--- config.mk ---
export PLATFORM = sky130hd
export DESIGN_NAME = lock_reset_seq_flat
export DESIGN_NICKNAME = d
export VERILOG_FILES = /design/src/rtl/lock_reset_seq_if.sv /design/src/rtl/lock_reset_seq.sv /design/src/flat_wrapper.sv
export SDC_FILE = /design/constraint.sdc
export NUM_CORES = 1
export LEC_CHECK = 0
export ABC_AREA = 1
export BUFFER_PORTS_ARGS = -buffer_cell sky130_fd_sc_hd__buf_2
export CAP_MARGIN = 20
export CORE_AREA = 2 2 69 71
export DETAILED_ROUTE_END_ITERATION = 12
export DIE_AREA = 0 0 71 73
export PLACE_DENSITY = 0.73
export SYNTH_ARGS = -nofsm -noshare
export SYNTH_HDL_FRONTEND = slang
export SYNTH_SLANG_ARGS = --single-unit
--- constraint.sdc ---
create_clock -name clk -period 2.1 [get_ports clk]
set_input_delay 0.105 -clock clk [delete_from_list [all_inputs] [get_ports clk]]
set_output_delay 0.105 -clock clk [all_outputs]
set_load 0.01 [all_outputs]
--- src/rtl/lock_reset_seq_if.sv ---
// lock_reset_seq_if: groups the lock inputs and the sequenced reset/status
// outputs of lock_reset_seq. The master modport is the sequencer side and the
// slave modport is the side that supplies locks and consumes the resets.
interface lock_reset_seq_if #(
  parameter int NUM_LOCK = 2,
  parameter int NUM_OUT  = 2,
  parameter int CNT_W    = 8
);
  logic [NUM_LOCK-1:0] lock;
  logic [NUM_OUT-1:0]  n_rst_out;
  logic                ready;
  logic [CNT_W-1:0]    loss_cnt;
  logic                pll_rst;

  modport master (input lock, output n_rst_out, ready, loss_cnt, pll_rst);
  modport slave  (output lock, input n_rst_out, ready, loss_cnt, pll_rst);
endinterface

--- src/rtl/lock_reset_seq.sv ---
// lock_reset_seq: PLL-lock qualifier and staged reset sequencer.
// Synchronises and debounces NUM_LOCK raw lock flags, then releases NUM_OUT
// active-low resets in ascending order, STAGGER_CYCLES apart. Any lock loss
// drops every reset on the next edge and bumps a saturating loss counter.
// Optional macro LOCK_TIMEOUT_EN: a lock-acquire timeout that pulses pll_rst.
module lock_reset_seq #(
  parameter int NUM_LOCK       = 2,
  parameter int NUM_OUT        = 2,
  parameter int SYNC_STAGES    = 2,
  parameter int FILTER_CYCLES  = 1024,
  parameter int STAGGER_CYCLES = 16,
  parameter int CNT_W          = 8,
  parameter int TIMEOUT_CYCLES = 1000000,
  parameter int PLL_RST_CYCLES = 64
) (
  input  logic             clk,
  input  logic             n_rst,
  lock_reset_seq_if.master bus
);

  localparam int FW = $clog2(FILTER_CYCLES + 1);
  localparam int SW = $clog2(STAGGER_CYCLES + 1);
  localparam int IW = (NUM_OUT > 1) ? $clog2(NUM_OUT) : 1;

  localparam logic [FW-1:0] FILT_LAST = FW'(FILTER_CYCLES - 1);
  localparam logic [SW-1:0] STAG_LAST = SW'(STAGGER_CYCLES - 1);
  localparam logic [IW-1:0] IDX_LAST  = IW'(NUM_OUT - 1);

  // Reject illegal parameter combinations at elaboration.
  if (NUM_LOCK < 1 || NUM_OUT < 1 || SYNC_STAGES < 2 || FILTER_CYCLES < 1 ||
      STAGGER_CYCLES < 1 || CNT_W < 1 || TIMEOUT_CYCLES < 1 || PLL_RST_CYCLES < 1) begin : g_param_check
    $error("lock_reset_seq: illegal parameter value");
  end

`ifdef LOCK_TIMEOUT_EN
  localparam int TW = $clog2(TIMEOUT_CYCLES + 1);
  localparam int PW = $clog2(PLL_RST_CYCLES + 1);
  localparam logic [TW-1:0] TO_LAST   = TW'(TIMEOUT_CYCLES - 1);
  localparam logic [PW-1:0] PRST_LAST = PW'(PLL_RST_CYCLES - 1);

  typedef enum logic [2:0] {WAIT_LOCK, FILTER, RELEASE, RUN, PLL_RESET} state_t;
`else
  typedef enum logic [1:0] {WAIT_LOCK, FILTER, RELEASE, RUN} state_t;
`endif

  state_t              r_state, w_state_next;
  logic                r_lk;
  logic [NUM_LOCK-1:0] w_sync;
  logic [FW-1:0]       r_filt, w_filt_next;
  logic [SW-1:0]       r_stag, w_stag_next;
  logic [IW-1:0]       r_idx, w_idx_next;
  logic [NUM_OUT-1:0]  r_out, w_out_next;
  logic                r_ready, w_ready_next;
  logic [CNT_W-1:0]    r_loss, w_loss_next;
`ifdef LOCK_TIMEOUT_EN
  logic [TW-1:0]       r_timer, w_timer_next;
  logic [PW-1:0]       r_pcnt, w_pcnt_next;
  logic                r_pll, w_pll_next;
`endif

  // Per-lock flop chain bringing each asynchronous lock flag into clk.
  for (genvar gi = 0; gi < NUM_LOCK; gi++) begin : g_sync
    logic [SYNC_STAGES-1:0] r_sync;
    always_ff @(posedge clk or negedge n_rst) begin
      if (!n_rst) r_sync <= '0;
      else        r_sync <= {r_sync[SYNC_STAGES-2:0], bus.lock[gi]};
    end
    assign w_sync[gi] = r_sync[SYNC_STAGES-1];
  end

  // Registered AND of synchronised locks; keeps lock fully off any output path.
  always_ff @(posedge clk or negedge n_rst) begin
    if (!n_rst) r_lk <= 1'b0;
    else        r_lk <= &w_sync;
  end

  // Next-state and registered-output logic; a loss takes priority over release.
  always_comb begin
    w_state_next = r_state;
    w_filt_next  = r_filt;
    w_stag_next  = r_stag;
    w_idx_next   = r_idx;
    w_out_next   = r_out;
    w_ready_next = r_ready;
    w_loss_next  = r_loss;
`ifdef LOCK_TIMEOUT_EN
    w_timer_next = r_timer;
    w_pcnt_next  = r_pcnt;
    w_pll_next   = r_pll;
`endif
    case (r_state)
      WAIT_LOCK: begin
        if (r_lk) begin
          w_state_next = FILTER;
          w_filt_next  = '0;
        end
      end
      FILTER: begin
        if (!r_lk) begin
          w_state_next = WAIT_LOCK;
          w_filt_next  = '0;
        end else if (r_filt == FILT_LAST) begin
          w_state_next = RELEASE;
          w_filt_next  = '0;
          w_idx_next   = '0;
          w_stag_next  = '0;
          w_out_next   = NUM_OUT'(1);
        end else begin
          w_filt_next = r_filt + FW'(1);
        end
      end
      RELEASE, RUN: begin
        if (!r_lk) begin
          w_state_next = WAIT_LOCK;
          w_out_next   = '0;
          w_ready_next = 1'b0;
          w_stag_next  = '0;
          w_idx_next   = '0;
          if (r_loss != {CNT_W{1'b1}}) w_loss_next = r_loss + CNT_W'(1);
        end else if (r_state == RELEASE) begin
          if (r_stag == STAG_LAST) begin
            w_stag_next = '0;
            if (r_idx == IDX_LAST) begin
              w_state_next = RUN;
              w_ready_next = 1'b1;
            end else begin
              // Bits fill from bit 0 upward, so a shift-in of 1 releases the next one.
              w_idx_next = r_idx + IW'(1);
              w_out_next = (r_out << 1) | NUM_OUT'(1);
            end
          end else begin
            w_stag_next = r_stag + SW'(1);
          end
        end
      end
`ifdef LOCK_TIMEOUT_EN
      PLL_RESET: begin
        if (r_pcnt == PRST_LAST) begin
          w_state_next = WAIT_LOCK;
          w_pll_next   = 1'b0;
          w_pcnt_next  = '0;
          w_timer_next = '0;
        end else begin
          w_pcnt_next = r_pcnt + PW'(1);
        end
      end
`endif
      default: w_state_next = WAIT_LOCK;
    endcase
`ifdef LOCK_TIMEOUT_EN
    // Acquire timer: runs only while hunting for lock; expiry overrides a release.
    if (r_state == WAIT_LOCK || r_state == FILTER) begin
      if (r_timer == TO_LAST) begin
        w_state_next = PLL_RESET;
        w_pll_next   = 1'b1;
        w_pcnt_next  = '0;
        w_timer_next = '0;
        w_filt_next  = '0;
        w_out_next   = '0;
        w_idx_next   = '0;
        w_stag_next  = '0;
      end else if (w_state_next == RELEASE) begin
        w_timer_next = '0;
      end else begin
        w_timer_next = r_timer + TW'(1);
      end
    end
`endif
  end

  // State, counters and output registers.
  always_ff @(posedge clk or negedge n_rst) begin
    if (!n_rst) begin
      r_state <= WAIT_LOCK;
      r_filt  <= '0;
      r_stag  <= '0;
      r_idx   <= '0;
      r_out   <= '0;
      r_ready <= 1'b0;
      r_loss  <= '0;
`ifdef LOCK_TIMEOUT_EN
      r_timer <= '0;
      r_pcnt  <= '0;
      r_pll   <= 1'b0;
`endif
    end else begin
      r_state <= w_state_next;
      r_filt  <= w_filt_next;
      r_stag  <= w_stag_next;
      r_idx   <= w_idx_next;
      r_out   <= w_out_next;
      r_ready <= w_ready_next;
      r_loss  <= w_loss_next;
`ifdef LOCK_TIMEOUT_EN
      r_timer <= w_timer_next;
      r_pcnt  <= w_pcnt_next;
      r_pll   <= w_pll_next;
`endif
    end
  end

  assign bus.n_rst_out = r_out;
  assign bus.ready     = r_ready;
  assign bus.loss_cnt  = r_loss;
`ifdef LOCK_TIMEOUT_EN
  assign bus.pll_rst   = r_pll;
`else
  assign bus.pll_rst   = 1'b0;
`endif

endmodule
--- src/flat_wrapper.sv ---
// flat-port wrapper written by rule: the top's interface ports become plain ports
module lock_reset_seq_flat 
#(
  parameter int NUM_LOCK       = 2,
  parameter int NUM_OUT        = 2,
  parameter int SYNC_STAGES    = 2,
  parameter int FILTER_CYCLES  = 1024,
  parameter int STAGGER_CYCLES = 16,
  parameter int CNT_W          = 8,
  parameter int TIMEOUT_CYCLES = 1000000,
  parameter int PLL_RST_CYCLES = 64
)
  (clk, n_rst, bus_lock, bus_n_rst_out, bus_ready, bus_loss_cnt, bus_pll_rst);
  lock_reset_seq_if #(.NUM_LOCK(NUM_LOCK), .NUM_OUT(NUM_OUT), .CNT_W(CNT_W)) bus_i ();
  input  logic clk;
  input  logic n_rst;
  input wire logic [$bits(bus_i.lock)-1:0] bus_lock;
  output wire logic [$bits(bus_i.n_rst_out)-1:0] bus_n_rst_out;
  output wire logic [$bits(bus_i.ready)-1:0] bus_ready;
  output wire logic [$bits(bus_i.loss_cnt)-1:0] bus_loss_cnt;
  output wire logic [$bits(bus_i.pll_rst)-1:0] bus_pll_rst;
  assign bus_i.lock = bus_lock;
  assign bus_n_rst_out = bus_i.n_rst_out;
  assign bus_ready = bus_i.ready;
  assign bus_loss_cnt = bus_i.loss_cnt;
  assign bus_pll_rst = bus_i.pll_rst;
  lock_reset_seq #(.NUM_LOCK(NUM_LOCK), .NUM_OUT(NUM_OUT), .SYNC_STAGES(SYNC_STAGES), .FILTER_CYCLES(FILTER_CYCLES), .STAGGER_CYCLES(STAGGER_CYCLES), .CNT_W(CNT_W), .TIMEOUT_CYCLES(TIMEOUT_CYCLES), .PLL_RST_CYCLES(PLL_RST_CYCLES)) u_core (.clk(clk), .n_rst(n_rst), .bus(bus_i));
endmodule
==> metrics.csv <==
metric;value;unit
status;completed;
Period minus WS final;1.465;ns
Mapped Nets;244;
final number of setup-violating endpoints;0;
RSZ-0062 raised after global routing;no;
syn avg cell area;8.009;um2
hpwl dp;2556;um
GRT Overall Usage;0.1514;
maximum fanout along the worst path;5;
Max Freq;682.6;MHz
H-tree levels;2;
Reg-to-Reg Start;u_core.r_filt[1];
Slew HR;0.4738;
synth-to-layout area growth;12.79;%
die area;5183;um2
type of the most critical hold path;reg -> reg;
Core ar.;4536;um2
Cells after Synth;237;
CTS max path bufs;2;
Syn Std Cell Area;1898;um2
post-synth top area cell;dfrtp_1;
GPL Wtd Cong;0.7960;
Routed WL per cell;11.12;um
post-cts resize count;0;
CTS tree;built;
Final ANT Viol Nets;0;
Reg2Reg Depth;8;
grt ovf;0;
Slew Limit Fails;0;
DIE HEIGHT;73;um
Port Buf Inserts;14;
largest net degree at the start of global routing;36;
class of the most critical setup path;reg -> reg;
Reg clk slew, reported paths;0.07;ns
via/cell ratio;4.927;
skew final;0.004193;ns
post-route clock period utilization;0.6976;
Skew-Pair Late Insertion Delay;0.29;ns
CP Data Arrival Time;1.64;ns
dpl cells;303;
setup TNS after final layout;0;ns
number of global-route vias before repair;1449;
P per Cell Area;1028;nW/um2
max_cap viols;0;
Seq/Total Area, Yosys;0.4614;
Worst Tran Pin Value;0.7893;ns
CP endpoint;u_core.r_filt[7];
ratio of cells with drive above 1 in the final layout;0.1931;
first-pass GRT wire length;6182;um
WP data required;2.27;ns
Design Power;0.002201;W
vias;1542;
Worst R2R End;u_core.r_filt[7];
fin util;0.4720;
# rows;25;
Worst Setup SP;u_core.r_filt[1];
final wirelength;3481;um
Final #Nets;266;
Final Hold Fails;0;
Synth area leaders;dfrtp_1 46%, nand2_1 16%, nor2_1 4.2%, nand3_1 4.0%, nand2_4 3.6%;
Starting Density;0.4185;
DR pass1 iterations;5;
Worst Min Path Start;u_core.g_sync[1].r_sync[0];
Root Driver;clkbuf_8;
Pleak;1.029;nW
top cell type's share of synthesized area;0.4614;
maximum vdd drop;621.1;uV
post-synth cell types;30;
# IOs;16;
DRC;0;
CP Capture Type;flip-flop;
startpoint types;flip-flop;
R2R setup slack;0.64;ns
CTS sink count;35;
Antenna diodes;0;
Layout Cells excl Fill;313;
number of buffers created by CTS;5;
Iter 0 DRT Violations;68;
Die Wd;71;um
initial antenna violation count;0;
FF+latch count, synth;35;
Synth warnings;0;
[synthesized netlist by cell type]
cell type,count
nand2_1,79
dfrtp_1,35
nor2_1,21
inv_1,17
nand3_1,15
nand4_1,8
o21ai_0,7
inv_2,6
nand2_4,6
a21oi_1,5
o21ai_1,5
nand2_2,4
nor2_4,4
ha_1,3
o21ai_2,3
xor2_1,3
nor3_1,2
xnor2_1,2
a21boi_0,1
buf_2,1
buf_4,1
conb_1,1
inv_4,1
nand3_2,1
nand3_4,1
nand3b_1,1
nor2_2,1
nor3_2,1
o21bai_1,1
or2_2,1
[placed cells by master, fill, tap and decap left out]
master	n
a21oi_1	5
o21ai_1	5
nand3_1	15
nor3_1	2
nand3_2	1
nand3b_1	1
a21boi_0	1
inv_1	17
nand4_1	8
nor3_2	1
dfrtp_1	35
inv_2	6
o21ai_2	3
nor2_1	21
nand2_2	4
nor2_2	1
nand2_1	79
o21bai_1	1
or2_2	1
clkbuf_8	6
nor2_4	4
inv_4	1
buf_2	14
nand2_4	6
dlygate4sd3_1	3
xnor2_1	2
conb_1	1
xor2_1	3
ha_1	3
nand3_4	1
clkinv_2	1
o21ai_0	7
[per-stage QoR]
stage | hold slack (ns) | setup slack (ns) | instance area (um2)
final | 0.3475 | 0.6350 | 2141
after detailed placement | 0.2144 | 0.6423 | 2023
after global routing | 0.3582 | 0.5175 | 2141
after floorplan | -0.1906 | 0.8031 | 1898
after global placement | 0.2126 | 0.7095 | 2023
after CTS | 0.3518 | 0.6299 | 2141
[critical path: stages (launching register included)]
cell and delay [ns]:
dfrtp_1 0.40, ha_1 0.23, inv_1 0.09, nor2_4 0.17, nand3_4 0.13, nand2_4 0.11
nand2_2 0.07, o21ai_1 0.08, nor2_1 0.07
[kinds of logic after synthesis]
logic type / Yosys count / share of synthesized area
XOR/XNOR: 5 / 0.02308
other: 1 / 0.001976
AO/OA/AOI/OAI: 22 / 0.06658
AND/OR/NAND/NOR: 145 / 0.3718
adder cells (fa/ha/maj): 3 / 0.01978
buffers and inverters: 26 / 0.05537
flip-flops: 35 / 0.4614
[power by group]
| group | internal, W | switching [W] |
|---|---|---|
| combinational | 0.000268 | 0.000547 |
| sequential | 0.000778 | 0.000118 |
| clock | 0.000257 | 0.000233 |
| total | 0.00130 | 0.000898 |
[worst min path at each step]
stage               cells past startpoint  slack, ns                         end
global route                            0       0.36  u_core.g_sync[1].r_sync[1]
detailed placement                      1       0.21  u_core.g_sync[0].r_sync[0]
global placement                        1       0.21  u_core.g_sync[0].r_sync[0]
floorplan                               0      -0.19      u_core.bus.loss_cnt[0]
finish                                  0       0.35  u_core.g_sync[1].r_sync[1]
CTS                                     0       0.35  u_core.g_sync[1].r_sync[1]
[final cells by class]
class	instances	area, um2
inverters	24	92.59
fillers	426	2395
clock inverters	1	5.005
multi-input cells	176	917.1
repair buffers	17	100.1
clock buffers	6	82.58
flip-flops and latches	35	875.8
well taps	54	67.56
[registers in the layout, indices dropped and copies added, names as in the netlist]
name / flops
u_core.r_state: 2
u_core.r_stag: 5
u_core.r_idx: 1
u_core.r_lk: 1
u_core.g_sync.r_sync: 4
u_core.bus.n_rst_out: 2
u_core.bus.ready: 1
u_core.bus.loss_cnt: 8
u_core.r_filt: 11
[timing repair]
| action | in CTS | in global routing |
|---|---|---|
| setup buffers | 0 | 0 |
| hold buffers | 3 | 0 |
| endpoints found under the setup margin | 0 | 0 |
| endpoints found under the hold margin | 37 | 0 |
[layer usage]
metal	track usage	vias up	part of all wire
met3	0.04558	4	0.050
met1	0.1801	709	0.46
met4	0.05660	0	0.0098
met2	0.2596	29	0.48
met5	0	-	0
li1	-	800	-
Note: power is estimated with default switching activity, not from simulation.
